### src/rtl/image_window_fetch_ctrl.sv
// Walks a rectangular image region window by window: drives the ROM window address, captures the
// returned words and streams them one word per valid/ready beat with row/region end markers.
module image_window_fetch_ctrl #(
    parameter int IMG_W   = 640,
    parameter int IMG_H   = 480,
    parameter int ADDR_W  = 19,
    parameter int WORDS   = 10,
    parameter int ROM_LAT = 1
) (
    input  logic                  clk,
    input  logic                  rst_n,
    input  logic                  start,
    input  logic                  abort,
    input  logic [ADDR_W-1:0]     base_addr,
    input  logic [9:0]            win_per_row,
    input  logic [8:0]            rows,
    output logic [ADDR_W-1:0]     rom_addr,
    input  logic [16*WORDS-1:0]   rom_data,
    output logic [15:0]           out_data,
    output logic                  out_valid,
    input  logic                  out_ready,
    output logic                  out_eol,
    output logic                  out_last,
    output logic                  busy,
    output logic                  done,
    output logic                  err
);

    localparam int IDX_W = (WORDS > 1) ? $clog2(WORDS) : 1;
    localparam int CNT_W = (ROM_LAT > 1) ? $clog2(ROM_LAT) : 1;
    localparam logic [IDX_W-1:0] IDX_LAST = IDX_W'(WORDS - 1);
    localparam logic [CNT_W-1:0] LAT_LAST = CNT_W'(ROM_LAT - 1);

    typedef enum logic [1:0] {IDLE, WAIT, STREAM, DONE} state_t;

    state_t              state, state_nx;
    logic [ADDR_W-1:0]   row_base;
    logic [9:0]          wpr_q;
    logic [8:0]          rows_q;
    logic [9:0]          col;
    logic [8:0]          row;
    logic [IDX_W-1:0]    idx;
    logic [CNT_W-1:0]    lat_cnt;
    logic [15:0]         win_buf [WORDS];

    logic [31:0]         cfg_end;
    logic                cfg_ok;
    logic                beat;
    logic                last_word;
    logic                last_col;
    logic                last_row;

    // Region must end inside the ROM; checked in 32 bits so the sum itself cannot wrap.
    assign cfg_end = 32'(base_addr) + (32'(rows) - 32'd1) * 32'(IMG_W)
                   + 32'(win_per_row) * 32'(2 * WORDS);
    assign cfg_ok  = (win_per_row != 10'd0) && (rows != 9'd0) && (cfg_end <= 32'(IMG_W * IMG_H));

    assign out_valid = (state == STREAM);
    assign out_data  = out_valid ? win_buf[idx] : 16'd0;
    assign beat      = out_valid && out_ready;
    assign last_word = (idx == IDX_LAST);
    assign last_col  = (col == wpr_q - 10'd1);
    assign last_row  = (row == rows_q - 9'd1);
    assign out_eol   = out_valid && last_word && last_col;
    assign out_last  = out_eol && last_row;
    assign busy      = (state != IDLE);
    assign done      = (state == DONE);

    always_ff @(posedge clk or negedge rst_n) begin
        if (!rst_n) begin
            state <= IDLE;
        end else begin
            state <= state_nx;
        end
    end

    always_comb begin
        state_nx = state;
        case (state)
            IDLE:    if (start && cfg_ok) state_nx = WAIT;
            WAIT:    if (lat_cnt == LAT_LAST) state_nx = STREAM;
            STREAM:  if (beat && last_word) state_nx = (last_col && last_row) ? DONE : WAIT;
            DONE:    state_nx = IDLE;
            default: state_nx = IDLE;
        endcase
        if (abort && state != IDLE) state_nx = IDLE;
    end

    always_ff @(posedge clk or negedge rst_n) begin
        if (!rst_n) begin
            rom_addr <= '0;
            row_base <= '0;
            wpr_q    <= '0;
            rows_q   <= '0;
            col      <= '0;
            row      <= '0;
            idx      <= '0;
            lat_cnt  <= '0;
            err      <= 1'b0;
            for (int k = 0; k < WORDS; k++) win_buf[k] <= 16'd0;
        end else begin
            err <= 1'b0;
            case (state)
                IDLE: begin
                    if (start) begin
                        if (cfg_ok) begin
                            wpr_q    <= win_per_row;
                            rows_q   <= rows;
                            rom_addr <= base_addr;
                            row_base <= base_addr;
                            col      <= '0;
                            row      <= '0;
                            lat_cnt  <= '0;
                        end else begin
                            err <= 1'b1;
                        end
                    end
                end
                WAIT: begin
                    if (!abort) begin
                        if (lat_cnt == LAT_LAST) begin
                            for (int k = 0; k < WORDS; k++) win_buf[k] <= rom_data[16*k +: 16];
                            idx <= '0;
                        end else begin
                            lat_cnt <= lat_cnt + CNT_W'(1);
                        end
                    end
                end
                STREAM: begin
                    if (beat && !abort) begin
                        if (last_word) begin
                            idx     <= '0;
                            lat_cnt <= '0;
                            // Next window: step along the row, or wrap to the next row's base.
                            if (!(last_col && last_row)) begin
                                if (last_col) begin
                                    col      <= '0;
                                    row      <= row + 9'd1;
                                    row_base <= row_base + ADDR_W'(IMG_W);
                                    rom_addr <= row_base + ADDR_W'(IMG_W);
                                end else begin
                                    col      <= col + 10'd1;
                                    rom_addr <= rom_addr + ADDR_W'(2 * WORDS);
                                end
                            end
                        end else begin
                            idx <= idx + IDX_W'(1);
                        end
                    end
                end
                default: ;
            endcase
        end
    end

endmodule

### config.mk
export PLATFORM = sky130hd
export DESIGN_NAME = image_window_fetch_ctrl
export DESIGN_NICKNAME = d
export VERILOG_FILES = /design/src/rtl/image_window_fetch_ctrl.sv
export SDC_FILE = /design/constraint.sdc
export NUM_CORES = 1
export LEC_CHECK = 0
export ABC_CLOCK_PERIOD_IN_PS = 3300
export CELL_PAD_IN_SITES_DETAIL_PLACEMENT = 0
export CELL_PAD_IN_SITES_GLOBAL_PLACEMENT = 1
export CORE_MARGIN = 4
export CORE_UTILIZATION = 48
export CTS_BUF_LIST = sky130_fd_sc_hd__clkbuf_2
export CTS_CLUSTER_SIZE = 25
export DETAILED_ROUTE_END_ITERATION = 7
export DONT_BUFFER_PORTS = 1
export GPL_ROUTABILITY_DRIVEN = 0
export PLACE_DENSITY = 0.85
export RECOVER_POWER = 50
export SYNTH_ARGS = -nofsm -noshare
export SYNTH_HDL_FRONTEND = slang
export SYNTH_SLANG_ARGS = --single-unit
### constraint.sdc
create_clock -name clk -period 3.3 [get_ports clk]
set_input_delay 0.99 -clock clk [delete_from_list [all_inputs] [get_ports clk]]
set_output_delay 0.99 -clock clk [all_outputs]
set_load 0.02 [all_outputs]
==> results.md <==
Outcome:
- The run finished, with violations left.
- The final reports fail on hold timing, setup timing.

Clocking:
- The clock transition time at the flip-flop clock pins of the worst setup and hold paths is 110 ps.
- The H-tree generated during clock tree synthesis spans 2 levels.
- The clock net in this run drives a total of 243 sinks.
- The worst-case clock buffer depth is 3.
- Clock tree synthesis selected as its root buffer the cell sky130_fd_sc_hd__clkbuf_2.
- The clock reaches the later pin of the worst-skew pair after ~940 ps.
- Counting the buffers created by CTS gives slightly below 60.
- TritonCTS built the clock tree.

STA:
- The minimum clock period is 5239 ps.
- On the final layout, the worst clock skew is 134.7 ps.
- Setup violations remaining at the end of the flow were counted as 97.
- The final-report max-slew violation count is 0.
- Derived from the worst setup path, the maximum achievable clock frequency is 190.9 MHz.
- The worst relative slew slack is between 40% and 50%.
- The number of endpoints with negative hold slack in the final report came to 243.
- The worst setup margin is -1939 ps.
- Setup repair after global routing could not meet its margin everywhere.
- The hold slack is -265.9 ps.
- At the pin with the least slew margin, the transition time is 840.8 ps.
- In the finished design, the share of the clock period the worst path needs comes to 158.7%.

Logic synthesis:
- Counting distinct cell types in the post-synthesis netlist gives between 80 and 90.
- After synthesis the netlist holds a flip-flop and latch count of approximately 240.
- The flip-flop cell with the highest count after synthesis is sky130_fd_sc_hd__dfrtp_1.
- For this run, asynchronously set or reset flops after synthesis account for 100.0%.
- In the synthesized netlist, the number of instances is approximately 1300.
- The total nets after synthesis is 1600.
- The cell area after synthesis is between 10000 and 15000 um^2.
- The number of enable-type register cells in the synthesized netlist is 0.
- For this run, the register share of the synthesized area comes to 40.85%.
- The average instance in the mapped netlist occupies 11.33 um^2.
- The Yosys warning count is 0.

Worst setup path:
- The data required time at the worst endpoint is 4010 ps.
- The most numerous cell type found on the critical path is sky130_fd_sc_hd__ha_4.
- The worst setup path is captured at a flip-flop.
- The worst setup path is launched from an input pin.
- The end of the worst register-to-register path is row_base[12]$_DFFE_PN0P_.
- The maximum single-stage delay on the critical path is 580 ps.
- In this run the critical register-to-register path is launched from wpr_q[0]$_DFFE_PN0P_.
- The register-to-register setup slack is -480 ps.
- In this run the worst path has a maximum fanout of 8.
- The largest individual stage delay along the critical path comes from the cell sky130_fd_sc_hd__or4bb_4.
- The count of cells along the worst register-to-register path is 17.
- Data on the critical path arrives at its endpoint at 5950 ps.
- Together, buffers and inverters on the worst path number 3.
- The cell family contributing the most delay on the critical path is simple AND/OR/NAND/NOR gates.
- The start-to-end type of the worst setup path is input pin to flip-flop.

Pwr:
- The maximum ir drop on the vdd rail is 0.0005604 V.
- The total power after layout is roughly 0.018 W.
- The leakage power of the design is around 8 nW.
- The power density relative to cell area is 965.9 nW/um^2.

Drt:
- In the final routed layout, each cell accounts on average for between 20 and 25 um.
- Summed over all layers, the routed wires come to 42460 um.
- The first-pass iteration count of the detailed router is 5.
- The remaining antenna violation count is 0.
- The violation count after the first detailed-route iteration is 526.
- After detailed routing, the number of vias per cell comes to 5.789.
- The DRC violation count after routing is 0.
- Across all layers, the routed design uses between 10000 and 15000 vias.

GRT:
- Entering global routing, the biggest net connects 244 pins.
- The overall global routing resource usage is 23.99%.
- The wire length of the first global-routing pass is roughly 64000 um.
- The initial antenna violation count is 13.
- Summed over all layers, the global routing overflow is 0.
- The via count of the first global-routing pass is 11740.

Layout:
- In the final design database the tool counted ~1800 nets.
- The footprint of the flip-flops and latches is approximately 6000 um^2.
- Relative to the synthesized area, the layout overhead comes to 26.52%.
- The area taken by multi-input logic gates is 9475 um^2.
- The number of fillers in the final layout is about 2400.
- In the final layout, the share of cells above drive strength 1 is between 40% and 50%.

Floorplan:
- The chip width is 184.1 um.
- The floorplan step set the die height to around 180 um.
- The initialized floorplan defines 64 standard-cell rows.
- Pin placement for this block handled between 200 and 250 I/O pins.
- In this run the standard cell core region covers 30590 um^2.
- The floorplan die area is 33890 um^2.
- For this configuration, the core starts out at a cell density of 48.66%.

Worst hold path:
- The tightest min-delay check is of the input pin to async pin type.

Run:
- The tool flagged a number of max-cap violations equal to 0.

Place:
- The minimum setup slack after placement is -2898 ps.
- The sum of net half-perimeters after detailed placement is 30180 um.
- Port buffering added 0 buffers.
kinds of logic after synthesis:
kind of cell / Yosys count / synth area share (%)
muxes: 273 / 22.93
and+or+nand+nor: 296 / 10.59
xor gates and xnor gates: 64 / 3.766
buffers and inverters: 115 / 3.312
DFF: 243 / 40.85
adders and majority gates: 83 / 7.531
AOI/OAI and AO/OA: 240 / 11.02
worst register-to-register path, stage by stage, from the launching register on:
cell and delay [ps]:
sky130_fd_sc_hd__dfrtp_1 400, sky130_fd_sc_hd__buf_4 150, sky130_fd_sc_hd__inv_1 70, sky130_fd_sc_hd__ha_1 170, sky130_fd_sc_hd__nor3b_1 180, sky130_fd_sc_hd__buf_4 170
sky130_fd_sc_hd__a2bb2oi_1 190, sky130_fd_sc_hd__a21oi_1 110, sky130_fd_sc_hd__o2111ai_2 280, sky130_fd_sc_hd__a211o_4 170, sky130_fd_sc_hd__buf_4 130, sky130_fd_sc_hd__o21ai_0 140
sky130_fd_sc_hd__or4bb_4 570, sky130_fd_sc_hd__o21ai_4 230, sky130_fd_sc_hd__buf_12 190, sky130_fd_sc_hd__buf_12 130, sky130_fd_sc_hd__mux2i_1 70, sky130_fd_sc_hd__a211o_1 220
cell usage in the layout, fill, tap and decap left out, types with 14 or more instances in the layout:
cell type / netlist / final
sky130_fd_sc_hd__xor2_1: 34 / 31
sky130_fd_sc_hd__nand3_1: 26 / 24
sky130_fd_sc_hd__and3_1: 20 / 19
sky130_fd_sc_hd__mux2_4: 10 / 27
sky130_fd_sc_hd__nor3_1: 20 / 14
sky130_fd_sc_hd__a21oi_2: 0 / 23
sky130_fd_sc_hd__a21o_1: 19 / 19
sky130_fd_sc_hd__nor2b_1: 19 / 16
sky130_fd_sc_hd__mux4_2: 32 / 32
sky130_fd_sc_hd__inv_1: 47 / 42
sky130_fd_sc_hd__ha_4: 0 / 17
sky130_fd_sc_hd__nor2_1: 69 / 61
sky130_fd_sc_hd__mux2_2: 177 / 167
sky130_fd_sc_hd__mux2i_1: 47 / 37
sky130_fd_sc_hd__nand2b_1: 14 / 14
sky130_fd_sc_hd__o22a_1: 16 / 16
sky130_fd_sc_hd__clkbuf_2: 0 / 90
sky130_fd_sc_hd__o21ai_0: 51 / 26
sky130_fd_sc_hd__ha_1: 72 / 53
sky130_fd_sc_hd__o21ai_1: 1 / 14
sky130_fd_sc_hd__nand2_1: 56 / 51
sky130_fd_sc_hd__buf_4: 2 / 161
sky130_fd_sc_hd__xnor2_1: 30 / 27
sky130_fd_sc_hd__a21oi_1: 63 / 36
sky130_fd_sc_hd__dfrtp_1: 243 / 241
sky130_fd_sc_hd__buf_6: 4 / 26
cell type report:
cell class                 count  share of cell area [%]
antenna                        9                  0.1196
clock buffer                  90                   2.392
clock inverter                16                  0.3920
inverter                      48                  0.9833
multi-input combinational    957                   50.31
sequential                   243                   32.31
tap                          396                   2.631
timing repair buffer         213                   10.86
registers in the layout, summed over array words and instances (netlist names):
| signal | count |
|---|---|
| col | 10 |
| err | 1 |
| idx | 4 |
| rom_addr | 19 |
| row | 9 |
| row_base | 19 |
| rows_q | 9 |
| state | 2 |
| win_buf | 160 |
| wpr_q | 10 |
worst max path at each step:
stage                         from                  endpoint  cells after the start
finish                     rows[2]  row_base[12]$_DFFE_PN0P_                     25
global route               rows[2]  row_base[12]$_DFFE_PN0P_                     24
CTS                 win_per_row[1]  row_base[12]$_DFFE_PN0P_                     26
detailed placement  win_per_row[2]  row_base[12]$_DFFE_PN0P_                     25
global placement    win_per_row[2]   rom_addr[5]$_DFFE_PN0P_                     24
floorplan           win_per_row[1]   row_base[0]$_DFFE_PN0P_                     24
per-layer routing:
metal	global-route usage (%)	up-vias	routed length, um
li1	-	5306	-
met1	30.05	5695	17130
met2	38.10	308	20390
met3	8.664	93	3355
met4	9.524	14	1498
met5	0	-	88
synthesized netlist by cell type (10+ instances only):
library cell                  n  area [um^2]
sky130_fd_sc_hd__a21o_1      19        142.6
sky130_fd_sc_hd__a21oi_1     63        315.3
sky130_fd_sc_hd__and3_1      20        125.1
sky130_fd_sc_hd__clkbuf_1    46        172.7
sky130_fd_sc_hd__dfrtp_1    243         6081
sky130_fd_sc_hd__fa_1        11        220.2
sky130_fd_sc_hd__ha_1        72        900.9
sky130_fd_sc_hd__inv_1       47        176.4
sky130_fd_sc_hd__mux2_2     177         1993
sky130_fd_sc_hd__mux2_4      10        150.1
sky130_fd_sc_hd__mux2i_1     47        470.5
sky130_fd_sc_hd__mux4_2      32        720.7
sky130_fd_sc_hd__nand2_1     56        210.2
sky130_fd_sc_hd__nand2b_1    14        87.58
sky130_fd_sc_hd__nand3_1     26        130.1
sky130_fd_sc_hd__nand4_1     12        75.07
sky130_fd_sc_hd__nor2_1      69        259.0
sky130_fd_sc_hd__nor2b_1     19        118.9
sky130_fd_sc_hd__nor3_1      20        100.1
sky130_fd_sc_hd__nor3b_1     10        75.07
sky130_fd_sc_hd__o21ai_0     51        255.2
sky130_fd_sc_hd__o22a_1      16        140.1
sky130_fd_sc_hd__o2bb2ai_1   17        148.9
sky130_fd_sc_hd__xnor2_1     30        262.8
sky130_fd_sc_hd__xor2_1      34        297.8
power breakdown:
| part | switching, W | internal [W] | total (W) |
|---|---|---|---|
| Clock | 0.00124 | 0.000733 | 0.00197 |
| Combinational | 0.00470 | 0.00595 | 0.0106 |
| Sequential | 0.00119 | 0.00438 | 0.00557 |
repair_timing:
item / CTS / global route
buffers inserted: 21 / 13
pin swaps: 31 / 47
setup endpoints to repair: 97 / 98
endpoints found under the hold margin: 243 / 243
gates resized for setup: 83 / 92
gates cloned: 5 / 6
through the flow:
step	instance area [um^2]	utilization [%]	hold slack, ps	cells	setup TNS [ps]
after floorplan	15360	-	473.9	1314	-186120
after global placement	16910	55.26	484.5	1816	-214680
after detailed placement	16910	55.26	491.0	1816	-218100
after CTS	18110	59.21	-323.4	1947	-144250
after global routing	18820	61.53	-342.6	1967	-166950
final	18830	61.57	-265.9	1972	-154550
Note: power is estimated with default switching activity, not from simulation.
